**config.mk**
```make
export PLATFORM = sky130hd
export DESIGN_NAME = usb_tx_serializer
export DESIGN_NICKNAME = d
export VERILOG_FILES = /design/src/rtl/usb_tx_serializer.sv
export SDC_FILE = /design/constraint.sdc
export NUM_CORES = 1
export LEC_CHECK = 0
export BUFFER_PORTS_ARGS = -buffer_cell sky130_fd_sc_hd__buf_2
export CAP_MARGIN = 10
export CORE_UTILIZATION = 23
export CTS_BUF_LIST = sky130_fd_sc_hd__clkbuf_8
export CTS_CLUSTER_SIZE = 10
export DETAILED_ROUTE_END_ITERATION = 12
export MAX_ROUTING_LAYER = met4
export PLACE_DENSITY = 0.48
export SYNTH_ARGS = -nofsm -noshare
export SYNTH_HDL_FRONTEND = slang
export SYNTH_SLANG_ARGS = --single-unit
```
**constraint.sdc**
```tcl
create_clock -name clk -period 2.7 [get_ports clk]
set_input_delay 0.27 -clock clk [delete_from_list [all_inputs] [get_ports clk]]
set_output_delay 0.27 -clock clk [all_outputs]
set_load 0.01 [all_outputs]
```
**src/rtl/usb_tx_serializer.sv**
```systemverilog
// USB transmit serializer: shifts out sync/pid/crc/data fields with
// bit stuffing and NRZI, drives D+/D- with J idle and SE0 end-of-packet.
module usb_tx_serializer #(
    parameter int CLKS_PER_BIT = 8
) (
    input  logic        clk,
    input  logic        n_rst,
    input  logic        sync_load_enable,
    input  logic        pid_load_enable,
    input  logic        crc5_load_enable,
    input  logic        crc16_load_enable,
    input  logic        data_load_enable,
    input  logic [7:0]  trans_sync,
    input  logic [7:0]  trans_pid,
    input  logic [4:0]  trans_crc5,
    input  logic [15:0] trans_crc16,
    input  logic [63:0] trans_data,
    input  logic        idle_transmitting,
    input  logic        sync_transmitting,
    input  logic        pid_transmitting,
    input  logic        crc5_transmitting,
    input  logic        crc16_transmitting,
    input  logic        data_transmitting,
    input  logic        eop_transmitting,
    output logic        sync_bits_transmitted,
    output logic        pid_bits_transmitted,
    output logic        crc5_bits_transmitted,
    output logic        crc16_bits_transmitted,
    output logic        data_bits_transmitted,
    output logic        d_plus,
    output logic        d_minus
);

    localparam int TW = $clog2(CLKS_PER_BIT);
    localparam logic [TW-1:0] T_LAST = TW'(CLKS_PER_BIT - 1);
    localparam logic [TW-1:0] T_DONE = TW'(CLKS_PER_BIT - 2);

    typedef enum logic [2:0] {
        F_SYNC  = 3'd0,
        F_PID   = 3'd1,
        F_CRC5  = 3'd2,
        F_CRC16 = 3'd3,
        F_DATA  = 3'd4
    } field_t;

    function automatic logic [4:0] rev5(input logic [4:0] v);
        logic [4:0] r;
        for (int i = 0; i < 5; i++) r[i] = v[4-i];
        return r;
    endfunction

    function automatic logic [15:0] rev16(input logic [15:0] v);
        logic [15:0] r;
        for (int i = 0; i < 16; i++) r[i] = v[15-i];
        return r;
    endfunction

    // Shifter always presents the next bit at [0]; MSB-first fields
    // are bit-reversed on load so one shift direction serves all.
    logic [63:0]   r_shift;
    logic [6:0]    r_left;
    field_t        r_field;
    logic          r_active;
    logic [TW-1:0] r_timer;
    logic [2:0]    r_ones;
    logic          r_level;
    logic [4:0]    r_done;

    logic          w_load;
    logic [63:0]   w_ld_shift;
    logic [6:0]    w_ld_len;
    field_t        w_ld_field;

    logic [63:0]   w_src_shift;
    logic [6:0]    w_src_left;
    logic          w_wrap;
    logic          w_fin;
    logic          w_start;

    logic [63:0]   w_st_shift;
    logic [6:0]    w_st_left;
    logic          w_st_level;
    logic [2:0]    w_st_ones;

    logic [63:0]   w_n_shift;
    logic [6:0]    w_n_left;
    field_t        w_n_field;
    logic          w_n_active;
    logic [TW-1:0] w_n_timer;
    logic [2:0]    w_n_ones;
    logic          w_n_level;
    logic [4:0]    w_n_done;

    logic          w_unused;

    // Phase flags other than idle/eop carry no information the
    // serializer needs; timing runs from its own field state.
    assign w_unused = ^{sync_transmitting, pid_transmitting,
                        crc5_transmitting, crc16_transmitting,
                        data_transmitting};

    assign w_load = sync_load_enable | pid_load_enable |
                    crc5_load_enable | crc16_load_enable |
                    data_load_enable;

    // Select the field to capture; sync wins, data loses.
    always_comb begin
        w_ld_shift = '0;
        w_ld_len   = 7'd0;
        w_ld_field = F_SYNC;
        if (sync_load_enable) begin
            w_ld_shift = {56'd0, trans_sync};
            w_ld_len   = 7'd8;
            w_ld_field = F_SYNC;
        end else if (pid_load_enable) begin
            w_ld_shift = {56'd0, trans_pid};
            w_ld_len   = 7'd8;
            w_ld_field = F_PID;
        end else if (crc5_load_enable) begin
            w_ld_shift = {59'd0, rev5(trans_crc5)};
            w_ld_len   = 7'd5;
            w_ld_field = F_CRC5;
        end else if (crc16_load_enable) begin
            w_ld_shift = {48'd0, rev16(trans_crc16)};
            w_ld_len   = 7'd16;
            w_ld_field = F_CRC16;
        end else if (data_load_enable) begin
            w_ld_shift = trans_data;
            w_ld_len   = 7'd64;
            w_ld_field = F_DATA;
        end
    end

    // Work out what the next bit period carries: a stuffed 0 when six
    // ones are pending, otherwise the next field bit, NRZI-encoded.
    always_comb begin
        w_src_shift = w_load ? w_ld_shift : r_shift;
        w_src_left  = w_load ? w_ld_len : r_left;
        w_wrap      = r_active && (r_timer == T_LAST);
        w_fin       = (r_left == 7'd0) && (r_ones != 3'd6);
        w_start     = !eop_transmitting &&
                      (w_load || (w_wrap && !w_fin));
        w_st_shift  = w_src_shift;
        w_st_left   = w_src_left;
        w_st_level  = ~r_level;
        w_st_ones   = 3'd0;
        if (r_ones != 3'd6) begin
            w_st_shift = w_src_shift >> 1;
            w_st_left  = w_src_left - 7'd1;
            if (w_src_shift[0]) begin
                w_st_level = r_level;
                w_st_ones  = r_ones + 3'd1;
            end
        end
    end

    // Next-state selection; EOP overrides loads, timing and idle.
    always_comb begin
        w_n_shift  = r_shift;
        w_n_left   = r_left;
        w_n_field  = r_field;
        w_n_active = r_active;
        w_n_timer  = r_timer;
        w_n_ones   = r_ones;
        w_n_level  = r_level;
        w_n_done   = 5'd0;
        if (eop_transmitting) begin
            w_n_shift  = '0;
            w_n_left   = 7'd0;
            w_n_active = 1'b0;
            w_n_timer  = '0;
            w_n_ones   = 3'd0;
            w_n_level  = 1'b1;
        end else if (w_start) begin
            w_n_shift  = w_st_shift;
            w_n_left   = w_st_left;
            w_n_level  = w_st_level;
            w_n_ones   = w_st_ones;
            w_n_timer  = '0;
            w_n_active = 1'b1;
            if (w_load) w_n_field = w_ld_field;
        end else if (w_wrap) begin
            w_n_active = 1'b0;
            w_n_timer  = '0;
        end else if (r_active) begin
            w_n_timer = r_timer + 1'b1;
        end else if (idle_transmitting) begin
            w_n_level = 1'b1;
            w_n_ones  = 3'd0;
            w_n_timer = '0;
        end
        // Pulse one clock before the last period ends so the control
        // unit's LOAD clock lines up with the final clock of the bit.
        if (w_n_active && (w_n_timer == T_DONE) &&
            (w_n_left == 7'd0) && (w_n_ones != 3'd6))
            w_n_done = 5'd1 << w_n_field;
    end

    // Serializer state registers.
    always_ff @(posedge clk or negedge n_rst) begin
        if (!n_rst) begin
            r_shift  <= '0;
            r_left   <= 7'd0;
            r_field  <= F_SYNC;
            r_active <= 1'b0;
            r_timer  <= '0;
            r_ones   <= 3'd0;
            r_level  <= 1'b1;
            r_done   <= 5'd0;
        end else begin
            r_shift  <= w_n_shift;
            r_left   <= w_n_left;
            r_field  <= w_n_field;
            r_active <= w_n_active;
            r_timer  <= w_n_timer;
            r_ones   <= w_n_ones;
            r_level  <= w_n_level;
            r_done   <= w_n_done;
        end
    end

    assign sync_bits_transmitted  = r_done[0];
    assign pid_bits_transmitted   = r_done[1];
    assign crc5_bits_transmitted  = r_done[2];
    assign crc16_bits_transmitted = r_done[3];
    assign data_bits_transmitted  = r_done[4];

    assign d_plus  = eop_transmitting ? 1'b0 : r_level;
    assign d_minus = eop_transmitting ? 1'b0 : ~r_level;

endmodule

```
Word level (Yosys, flattened, before mapping)
Cells that the tools add are included.
- flip-flop bits (word level): 87
- latch bits: 0
- bits in writable memories: 0
- bits in read-only memories: 0
- input port bits: 115
- output and inout port bits: 7
- logic and storage cells: 90
- memories: 0
- add/subtract/negate cells: 3
- multiply operators: 0
- divide/modulo/power cells: 0
- magnitude comparators: 0
- eq/ne operators: 7
- shift operators: 1
- mux-type cells: 51
- bitwise operators: 5
- reduce and logical (&&, ||, !) cells: 15
- operators with widths (operator ; number):
    $mux 64 ; 9
    $mux 7 ; 9
    $mux 3 ; 20
    $logic_not 7->1 ; 2
    $mux 1 ; 12
    $logic_and 1x1->1 ; 7
    $sub 7x1->7 const B ; 1
    $add 3x1->3 const B ; 2
    $eq 3x3->1 const B ; 2
    $ne 3x2->1 const B ; 2
    $ne 3x3->1 const B ; 2
    $mux 5 ; 1
    $shl 1x3->5 const A ; 1
    $ne 4x4->1 const B ; 1
    $or 1x1->1 ; 4
    $reduce_and 4->1 ; 1
    $reduce_bool 3->1 ; 1
    $logic_not 1->1 ; 2
    $reduce_bool 2->1 ; 1
    $logic_or 1x1->1 ; 1
    $not 1->1 ; 1

Depth between registers and ports, before layout
Gate-level depths: netlist of run 1.
- depth after elaboration: 14
- depth in mapped cells: 12
- depth with buffers taken out: 9

Least setup slack after synthesis of run 1
Ideal clock, no wire load.
- path kind: input -> register
- start: input port crc16_load_enable
- end: register r_done[3]
- library setup time: 95 ps
- data arrival time: 3098 ps
- data required time: 2605 ps
- slack: -493 ps
- stages: 12
- path buffers: 3
- path through: buf_2 > or4_4 > buf_6 > nor2_2 > clkbuf_1 > nand2_1 > ha_1 > o311a_1 > mux2_2 > or3_1 > a211o_1 > nor4b_2
- cells in the longest elaborated chain, start to end: 13
- elaborated cells between the ends (all ways): 41
- those cells by class: add/sub (1); eq/ne (2); shift (1); mux (29); bitwise (2); reduce/logical (6)
- RTL lines (item ; RTL line ; RTL):
    start, declared ; 11 ; input logic crc16_load_enable,
    $mux 7 ; 123 ; end else if (crc16_load_enable) begin
    $mux 7 ; 119 ; end else if (crc5_load_enable) begin
    $mux 7 ; 115 ; end else if (pid_load_enable) begin
    $mux 7 ; 111 ; if (sync_load_enable) begin
    $mux 7 ; 138 ; w_src_left = w_load ? w_ld_len : r_left;
    $sub 7x1->7 ; 149 ; w_st_left = w_src_left - 7'd1;
    $mux 7 ; 147 ; if (r_ones != 3'd6) begin
    $mux 7 ; 174 ; end else if (w_start) begin
    $mux 7 ; 167 ; if (eop_transmitting) begin
    $logic_not 7->1 ; 195 ; (w_n_left == 7'd0) && (w_n_ones != 3'd6))
    $logic_and 1x1->1 ; 194 ; if (w_n_active && (w_n_timer == T_DONE) &&
    $logic_and 1x1->1 ; 195 ;
    $mux 5 * ; 194 ;
    named net w_n_done[3] ; 92 ; logic [4:0] w_n_done;
    end signal, assigned ; 218 ; r_done <= w_n_done;
    end, declared ; 67 ; logic [4:0] r_done;
The timed path passes the listed nets; every way through them passes the cells marked *.
A chain may end at the register's enable or synchronous reset.

Final worst setup path of run 1
- start: register r_ones[0]
- end: register r_done[3]
- cells in the longest elaborated chain, start to end: 13
- elaborated cells between the ends (all ways): 31
- those cells by class: add/sub (1); eq/ne (3); shift (1); mux (17); reduce/logical (9)
- RTL lines (item ; RTL line ; RTL):
    start, declared ; 65 ; logic [2:0] r_ones;
    start signal, assigned ; 216 ; r_ones <= w_n_ones;
    branches (longest 12 deep; another with $add 3x1->3) ; n/a ;
    $mux 5 * ; 194 ;
    named net w_n_done[3] ; 92 ;
Mark *: on every way through the listed nets, which the timed path passes.

==> results.ini, run 1 <==
[timing]
max_freq_mhz=399
drv_slew=0
fin_skew_ps=12.8
relSlewSlack_pct=56.1
post-route-worst-setup-slack_ps=193
fin_crit_sh_pct=92.9
period_minus_slack_ps=2510
worst_pin_slew_ps=653
finalSetupViolCount=0
hold_violations=0

[grt]
antenna_found_initial=1
grt_pass1_wl_mm=29.4
overflow=0
track_usage_pct=14.9
grt_pass1_vias=5290
grt_max_degree=74

[die]
die_h_um=159
die_area_um2=25400
floorplan.initialDensity_pct=23.4
ioPinCount=122
die_w_um=159
rows=57
core_um2=24300

[placement]
hpwl_mm=12.6
dpl.cell_count=1051
dp_slack_ps=-68.5
place.gp.congestion=0.816
portBuffers=116

[worst_setup_path]
cp.arrival_ps=2800
worstPathMaxFanout=5
reg2reg_to=r_done[3]
critical_path_class=reg2reg
cp-end-kind=flop
r2r_cells=8
required_ps=2990
r2r_setup_slack_ps=190
r2r-start=r_ones[0]
startpoint_type=flop

[worst_hold_path]
min_from=trans_data[36]
whs_path_depth=2
hold_path.class=in2reg
min_to=r_shift[36]

[synth]
ys_ff_latch=87
ys.flop_type=dfrtp_1
synth_seq_area_share_pct=38.2
synthCells=636
synth_top_area_share_pct=37.8
yosys_warnings=0
synth_nets=756
yosysMostFrequentCell=dfrtp_1
syn-cell-area_um2=5700
synth_commonest_cells=dfrtp_1, nand2_1, nor2_1, a21oi_1, clkbuf_1
synth_edf_count=0
synth_area_leader_cell=dfrtp_1
syn_avg_cell_area_um2=8.96
synth.area.top_cells=dfrtp_1, mux4_2, nand2_1
synth_cell_types=65
synthArstFlopShare_pct=100

[status]
outcome=complete, no violations

[cts]
cts_buffer_depth=2
cts_htree_levels=3
cts_setup_buffers=0
cts_made_buffers=9
cts_root_buf=clkbuf_8
cts.clk_slew.worst_paths_ps=100
cts_tree=built
clk_latency_ps=380
cts.sinks=87

[routing]
drt-initial-drc-count=400
ant_nets=0
dr.pass1.iters=4
via_count=5300
routed_wl_mm=18.1
wire_per_inst_um=17.0
post-route-drc-count=0
via_per_inst=4.96

[power_and_ir_drop]
peakVddDrop_uv=251
design_power_total_uw=3020
p_leak_uw=0.00300
p_per_area_nw_per_um2=424

[final_layout]
area_growth_pct=24.9
fin_cells=1069
final_core_util_pct=29.3
layout-drive-gt1-share_pct=29.8
fin_nets=859

[flow_run]
maxCapViolations=0

state kept, by name, summed over array words and instances, names as in the netlist:
register  count
r_active      1
r_left        7
r_ones        3
r_shift      64
r_done        5
r_timer       3
r_field       3
r_level       1
worst max-delay path, cell delays in order (launching register included):
cell,delay [ps]
dfrtp_1,380
inv_1,90
ha_1,240
and2_2,240
a2111oi_1,330
o22ai_1,170
or3_1,370
a211o_1,390
nor4b_2,220
area by class of cell:
class | instances | area (um2)
Tap cell | 324 | 405
Inverter | 7 | 26.3
Multi-Input combinational cell | 481 | 3320
Clock buffer | 11 | 151
Clock inverter | 5 | 104
Fill cell | 2610 | 17200
Antenna cell | 1 | 2.50
Sequential cell | 87 | 2180
Timing Repair Buffer | 153 | 928
per-layer routing:
| metal | vias up | wire (um) | share of wire, % | GRT usage, % |
|---|---|---|---|---|
| met5 | - | 0 | 0 | - |
| met4 | 0 | 246 | 1.4 | 4.50 |
| met3 | 13 | 754 | 4.2 | 2.34 |
| met2 | 104 | 8320 | 46 | 22.5 |
| met1 | 2594 | 8810 | 49 | 20.5 |
| li1 | 2589 | - | - | - |
worst max path at each step:
stage                           startpoint         to  slack (ps)  cells after the start
final                            r_ones[0]  r_done[3]         190                      8
after global routing             r_left[2]  r_done[2]         -20                      6
after CTS                        r_ones[0]  r_done[3]         150                      8
after detailed placement  sync_load_enable  r_done[3]         -70                     10
after global placement    sync_load_enable  r_done[3]         -50                     10
after floorplan           sync_load_enable  r_done[3]        -250                     12
layout by cell type, fill, tap and decap left out, types with 4 or more instances in the layout:
cell type	count
nand4_1	5
buf_4	33
o21ai_0	32
a311oi_1	18
nor3_1	24
nor4_1	7
a221oi_1	4
o31ai_1	6
nand3_1	31
buf_12	5
buf_2	114
a211oi_1	4
mux2_2	15
mux4_2	20
a21oi_1	51
nand3b_1	4
nand2_1	80
nand2b_1	6
dfrtp_1	86
ha_1	4
inv_1	7
a22oi_1	16
nor2b_1	8
a21o_1	4
clkbuf_8	11
mux2i_1	17
o2111ai_1	4
nor2_1	54
or3_1	4
cell families after synthesis:
group	Yosys count	synth area share [%]
buf+inv	68	4.88
simple gates	243	20.1
xor+xnor	2	0.308
compound gates	178	21.3
flops	87	38.2
mux	53	14.1
fa+ha+maj	5	1.10
metrics by stage:
step	hold slack, ps	TNS (ps)	area [um2]
after detailed placement	157	-155	6830
after floorplan	-25.6	-1040	5740
final	129	0	7110
after CTS	112	0	7090
after global placement	159	-93.5	6830
after global routing	142	-39.1	7110
report_power, final:
group          internal [uW]  switching [uW]
clock                    666             525
combinational            211             259
sequential              1330            25.1
what timing repair did:
item,CTS,global route
resized for setup,0,4
hold buffers,1,0
setup endpoints to repair,0,6
hold endpoints to repair,14,0
No activity file was read; power rests on OpenSTA's default activity.
==> run 2: changes to the inputs <==
--- a/config.mk
+++ b/config.mk
@@ -12,7 +12,8 @@
 export CTS_CLUSTER_SIZE = 10
 export DETAILED_ROUTE_END_ITERATION = 12
 export MAX_ROUTING_LAYER = met4
-export PLACE_DENSITY = 0.48
+export PLACE_DENSITY = 0.43
+export SKIP_CTS_REPAIR_TIMING = 1
 export SYNTH_ARGS = -nofsm -noshare
 export SYNTH_HDL_FRONTEND = slang
 export SYNTH_SLANG_ARGS = --single-unit
==> constraint.sdc (replaced) <==
create_clock -name clk -period 2.1 [get_ports clk]
set_input_delay 0.21 -clock clk [delete_from_list [all_inputs] [get_ports clk]]
set_output_delay 0.21 -clock clk [all_outputs]
set_load 0.01 [all_outputs]
==> run 2 against run 1 <==
  * The run now ends with setup timing left
  * Fmax rose by 4.9%
  * Setup slack got worse by 480 ps
  * Largest power group unchanged
  * Highest routed layer unchanged
  * Combinational power rose by 71%
  * Clock-buffer cell count fell by 2
  * Clock skew rose by 4.0 ps
  * Register-to-register slack got worse by 480 ps
  * Sequential cell count did not move
  * Global-route usage rose by 0.72 points
  * Wire length rose by 13%
==> results.ini, run 2 (synthesis gave the netlist of run 1 again) <==
[status]
outcome=finished, violations left  ; was complete, no violations
violations=setup timing

[worst_setup_path]
critical_path_class=reg2reg  ; unchanged
startpoint_type=flop  ; unchanged
slowest_stage=or3_4  ; was a211o_1
slowest_delay_ps=440  ; was 390 ps
worstPathMaxFanout=5  ; unchanged
cp-end-kind=flop  ; unchanged
required_ps=2380  ; was 2990 ps
crit_top_cell=buf_4
cp.arrival_ps=2670  ; was 2800 ps
worstPathCellList=buf_4, nor2_2, buf_4, o31ai_4, o31ai_1, a21oi_2, or3_4, nor4b_2  ; was inv_1, ha_1, and2_2, a2111oi_1, o22ai_1, or3_1, a211o_1, nor4b_2

[die]
die_h_um=159  ; unchanged
die_w_um=159  ; unchanged
floorplan.initialDensity_pct=23.4  ; unchanged
die_area_um2=25400  ; unchanged
rows=57  ; unchanged
ioPinCount=122  ; unchanged
core_um2=24300  ; unchanged

[final_layout]
final_cell_mix=buf_2, dfrtp_1, buf_4  ; was buf_2, dfrtp_1, nand2_1
area_growth_pct=54.6  ; was 24.9%
fin_cells=1157  ; was 1069
antenna_cells=0  ; was 1
design_area_um2=8810  ; was 7110 um2
mostFrequentLayoutCell=buf_2  ; unchanged
regMostFlops=r_shift  ; unchanged
layout-drive-gt1-share_pct=52.1  ; was 29.8%
final_core_util_pct=36.2  ; was 29.3%
fin_nets=948  ; was 859
largest_reg_flops=64  ; unchanged
top_regs=r_shift (64), r_left (7), r_done (5)  ; unchanged
n_fill_cell=2461  ; was 2610

[routing]
routed_wl_mm=20.5  ; was 18.1 mm
via_count=5717  ; was 5300
wire_per_inst_um=17.7  ; was 17.0 um
drt-initial-drc-count=323  ; was 400
via_per_inst=4.94  ; was 4.96
ant_nets=0  ; unchanged
post-route-drc-count=0  ; unchanged
dr.pass1.iters=5  ; was 4

[cts]
cts.sinks=87  ; unchanged
cts_buffer_depth=2  ; unchanged
cts_root_buf=clkbuf_8  ; unchanged
cts_htree_levels=3  ; unchanged
cts_made_buffers=9  ; unchanged
clk_latency_ps=390  ; was 380 ps
cts.clk_slew.worst_paths_ps=100  ; about the same
cts_tree=built  ; unchanged

[grt]
grt_pass1_vias=5552  ; was 5290
grt_max_degree=53  ; was 74
grt_pass1_wl_mm=30.8  ; was 29.4 mm
overflow=0  ; unchanged
antenna_found_initial=0  ; was 1
track_usage_pct=15.7  ; was 14.9%

[placement]
dpl.cell_count=1111  ; was 1051
portBuffers=116  ; unchanged
dpl_cell_area_um2=7270  ; was 6830 um2
place.gp.congestion=0.794  ; was 0.816
hpwl_mm=13.8  ; was 12.6 mm

[timing]
max_freq_mhz=418  ; was 399 MHz
finalSetupViolCount=68  ; was 0
period_minus_slack_ps=2390  ; was 2510 ps
hold_violations=0  ; unchanged
rsz0062_at_grt=yes
fin_skew_ps=16.7  ; was 12.8 ps
fin_crit_sh_pct=114  ; was 92.9%
relSlewSlack_pct=59.2  ; was 56.1%
drv_slew=0  ; unchanged
post-route-worst-setup-slack_ps=-290  ; was 193 ps
worst_pin_slew_ps=607  ; was 653 ps
hold_ws_ps=74.4  ; was 129 ps

[worst_hold_path]
hold_path.class=in2reg  ; unchanged

[power_and_ir_drop]
design_power_total_uw=4160  ; was 3020 uW
peakVddDrop_uv=243  ; was 251 uV
p_per_area_nw_per_um2=472  ; was 424 nW/um2
p_leak_uw=0.00367  ; was 0.00300 uW

[flow_run]
maxCapViolations=0  ; unchanged

[run 2: final timing paths]
path,startpoint,to,slack (ps),cells past startpoint
min in group asynchronous,n_rst,r_shift[45],350,2
hold / removal,trans_data[58],r_shift[58],70,3
setup / recovery,r_left[0],r_done[3],-290,8
hold reg to reg,r_shift[35],r_shift[35],510,2
setup reg to reg,r_left[0],r_done[3],-290,8
max in group asynchronous,n_rst,r_shift[22],1100,3
[run 2: final cells by class]
class	instances	area, um2	share of cell area, %
clock buffers	9	124	1.41
clock inverters	7	143	1.62
inverters	7	26.3	0.298
multi-input cells	481	4030	45.7
flip-flops and latches	87	2180	24.7
well taps	324	405	4.60
repair buffers	242	1900	21.6
[run 2: routing by layer]
metal  GRT usage [%]  vias to the layer above  wire, um
met4            4.28                        0       200
met5               -                        -         0
met1            21.4                     2850      9780
met3            1.69                       13       487
met2            24.4                       86      9990
li1                -                     2768         -
[run 2: per-stage QoR]
stage | setup TNS [ps] | setup WS (ps)
floorplan | -7470 | -790
global placement | -13380 | -591
detailed placement | -13840 | -614
CTS | -11840 | -419
global route | -9610 | -334
finish | -5370 | -290
[run 2: critical path, delay by kind of cell (launching register included)]
| family | cells | cell delay (ps) |
|---|---|---|
| buf+inv | 2 | 330 |
| compound gates | 3 | 550 |
| simple gates | 3 | 970 |
| flops | 1 | 420 |
[run 2: power breakdown]
group / switching [uW] / internal, uW / total, uW
registers: 30.5 / 1710 / 1750
logic: 424 / 382 / 806
clock network: 690 / 915 / 1610
==> run 3: changes to the inputs <==
--- a/config.mk
+++ b/config.mk
@@ -7,6 +7,7 @@
 export LEC_CHECK = 0
 export BUFFER_PORTS_ARGS = -buffer_cell sky130_fd_sc_hd__buf_2
 export CAP_MARGIN = 10
+export CORE_ASPECT_RATIO = 1.4
 export CORE_UTILIZATION = 23
 export CTS_BUF_LIST = sky130_fd_sc_hd__clkbuf_8
 export CTS_CLUSTER_SIZE = 10
==> run 3 against run 2 <==
  * Sequential share of layout area up 1.0 points
  * Largest cell class unchanged
  * Sequential power about the same
  * Largest power group unchanged
  * Wire length up 2.6%
  * Utilization down 1.2 points
  * The run still ends with setup timing left
==> results.ini, run 3 (synthesis gave the netlist of run 1 again) <==
[power_and_ir_drop]
p_per_area_nw_per_um2=469  ; was 472 nW/um2
p_leak_uw=0.00349  ; was 0.00367 uW
peakVddDrop_uv=224  ; was 243 uV

[routing]
dr.pass1.iters=4  ; was 5
routed_wl_mm=21.0  ; was 20.5 mm
post-route-drc-count=0  ; unchanged
drt-initial-drc-count=230  ; was 323
ant_nets=0  ; unchanged
via_per_inst=5.08  ; was 4.94
via_count=5715  ; was 5717
wire_per_inst_um=18.7  ; was 17.7 um

[grt]
track_usage_pct=16.3  ; was 15.7%
grt_pass1_wl_mm=31.4  ; was 30.8 mm
overflow=0  ; unchanged
grt_max_degree=43  ; was 53
grt_pass1_vias=5687  ; was 5552
antenna_found_initial=1  ; was 0

[worst_setup_path]
r2r_cells=8  ; unchanged
startpoint_type=flop  ; unchanged
worstPathCellList=a21o_1, nand2_2, ha_4, o311a_4, mux2_4, or3_4, a211o_4, nor4b_2  ; was buf_4, nor2_2, buf_4, o31ai_4, o31ai_1, a21oi_2, or3_4, nor4b_2
reg2reg_to=r_done[3]  ; unchanged
critical_path_class=reg2reg  ; unchanged
cp.arrival_ps=2670  ; about the same
slowest_delay_ps=430  ; was 440 ps
required_ps=2400  ; was 2380 ps
r2r-start=r_left[0]  ; unchanged
worstPathMaxFanout=5  ; unchanged
slowest_stage=dfrtp_1  ; was or3_4
crit_family=compound AO/OA/AOI/OAI gates  ; was simple AND/OR/NAND/NOR gates
worst-path-buf-inv=0  ; was 2
r2r_setup_slack_ps=-270  ; was -290 ps
cp-end-kind=flop  ; unchanged

[timing]
max_freq_mhz=421  ; was 418 MHz
fin_skew_ps=25.1  ; was 16.7 ps
post-route-worst-setup-slack_ps=-273  ; was -290 ps
period_minus_slack_ps=2370  ; was 2390 ps
relSlewSlack_pct=58.4  ; was 59.2%
setup_tns_ps=-2220  ; was -5370 ps
rsz0062_at_grt=yes  ; unchanged
hold_violations=0  ; unchanged
worst_pin_slew_ps=624  ; was 607 ps
fin_crit_sh_pct=113  ; was 114%
drv_slew=0  ; unchanged
hold_ws_ps=81.3  ; was 74.4 ps
finalSetupViolCount=41  ; was 68

[placement]
portBuffers=116  ; unchanged
dp_slack_ps=-601  ; was -614 ps
dpl.cell_count=1089  ; was 1111
hpwl_mm=14.1  ; was 13.8 mm
dpl_cell_area_um2=7210  ; was 7270 um2
place.gp.congestion=0.862  ; was 0.794

[final_layout]
layout-drive-gt1-share_pct=47.6  ; was 52.1%
regMostFlops=r_shift  ; unchanged
design_area_um2=8440  ; was 8810 um2
largest_reg_flops=64  ; unchanged
mostFrequentLayoutCell=buf_2  ; unchanged
fin_cells=1125  ; was 1157
final_cell_mix=buf_2, dfrtp_1, buf_4  ; unchanged
fin_nets=929  ; was 948
n_fill_cell=2503  ; was 2461
top_regs=r_shift (64), r_left (7), r_done (5)  ; unchanged
area_growth_pct=48.2  ; was 54.6%

[cts]
cts_htree_levels=3  ; unchanged
cts_made_buffers=9  ; unchanged
cts.clk_slew.worst_paths_ps=110  ; was 100 ps
cts_root_buf=clkbuf_8  ; unchanged
cts_buffer_depth=2  ; unchanged
cts.sinks=87  ; unchanged
cts_tree=built  ; unchanged
clk_latency_ps=390  ; about the same

[die]
die_h_um=188  ; was 159 um
ioPinCount=122  ; unchanged
rows=67  ; was 57
core_um2=24100  ; was 24300 um2
floorplan.initialDensity_pct=23.6  ; was 23.4%
die_area_um2=25400  ; about the same
die_w_um=135  ; was 159 um

[worst_hold_path]
whs_path_depth=2  ; was 3
min_to=r_shift[36]  ; was r_shift[58]
hold_path.class=in2reg  ; unchanged
min_from=trans_data[36]  ; was trans_data[58]

[flow_run]
maxCapViolations=0  ; unchanged

[status]
outcome=finished, violations left  ; unchanged
violations=setup timing  ; unchanged

run 3: power by group:
part	total [uW]	switching, uW	internal (uW)
combinational	778	414	364
sequential	1740	26.9	1710
clock	1440	727	711
run 3: final cells by class:
cell class / count / area (um2) / area share [%]
clock inverter: 5 / 86.3 / 1.02
inverter: 7 / 26.3 / 0.311
sequential: 87 / 2180 / 25.8
clock buffer: 10 / 138 / 1.63
multi-input combinational: 481 / 3930 / 46.5
tap: 310 / 388 / 4.59
antenna: 2 / 5.00 / 0.0593
timing repair buffer: 223 / 1700 / 20.1
run 3: how the worst max path moves through the flow:
stage	slack [ps]	from	depth (start not counted)	to
finish	-270	r_left[0]	8	r_done[3]
global route	-330	r_left[0]	8	r_done[3]
CTS	-510	r_ones[0]	9	r_done[4]
detailed placement	-600	sync_load_enable	10	r_done[3]
global placement	-590	sync_load_enable	11	r_done[4]
floorplan	-790	sync_load_enable	12	r_done[3]
run 3: per-stage QoR:
step | utilization, % | power [uW]
floorplan | - | 2100
global placement | 29.9 | 2460
detailed placement | 29.9 | 2460
CTS | 30.8 | 3910
global route | 35.0 | 4120
finish | 35.0 | 3960
run 3: layer usage:
metal  wire, um  global-route usage [%]  vias up
li1           -                       -     2721
met1       9010                    20.2     2837
met2      10800                    27.7      138
met3        862                    2.56       19
met4        348                    3.93        0
met5          0                       -        -
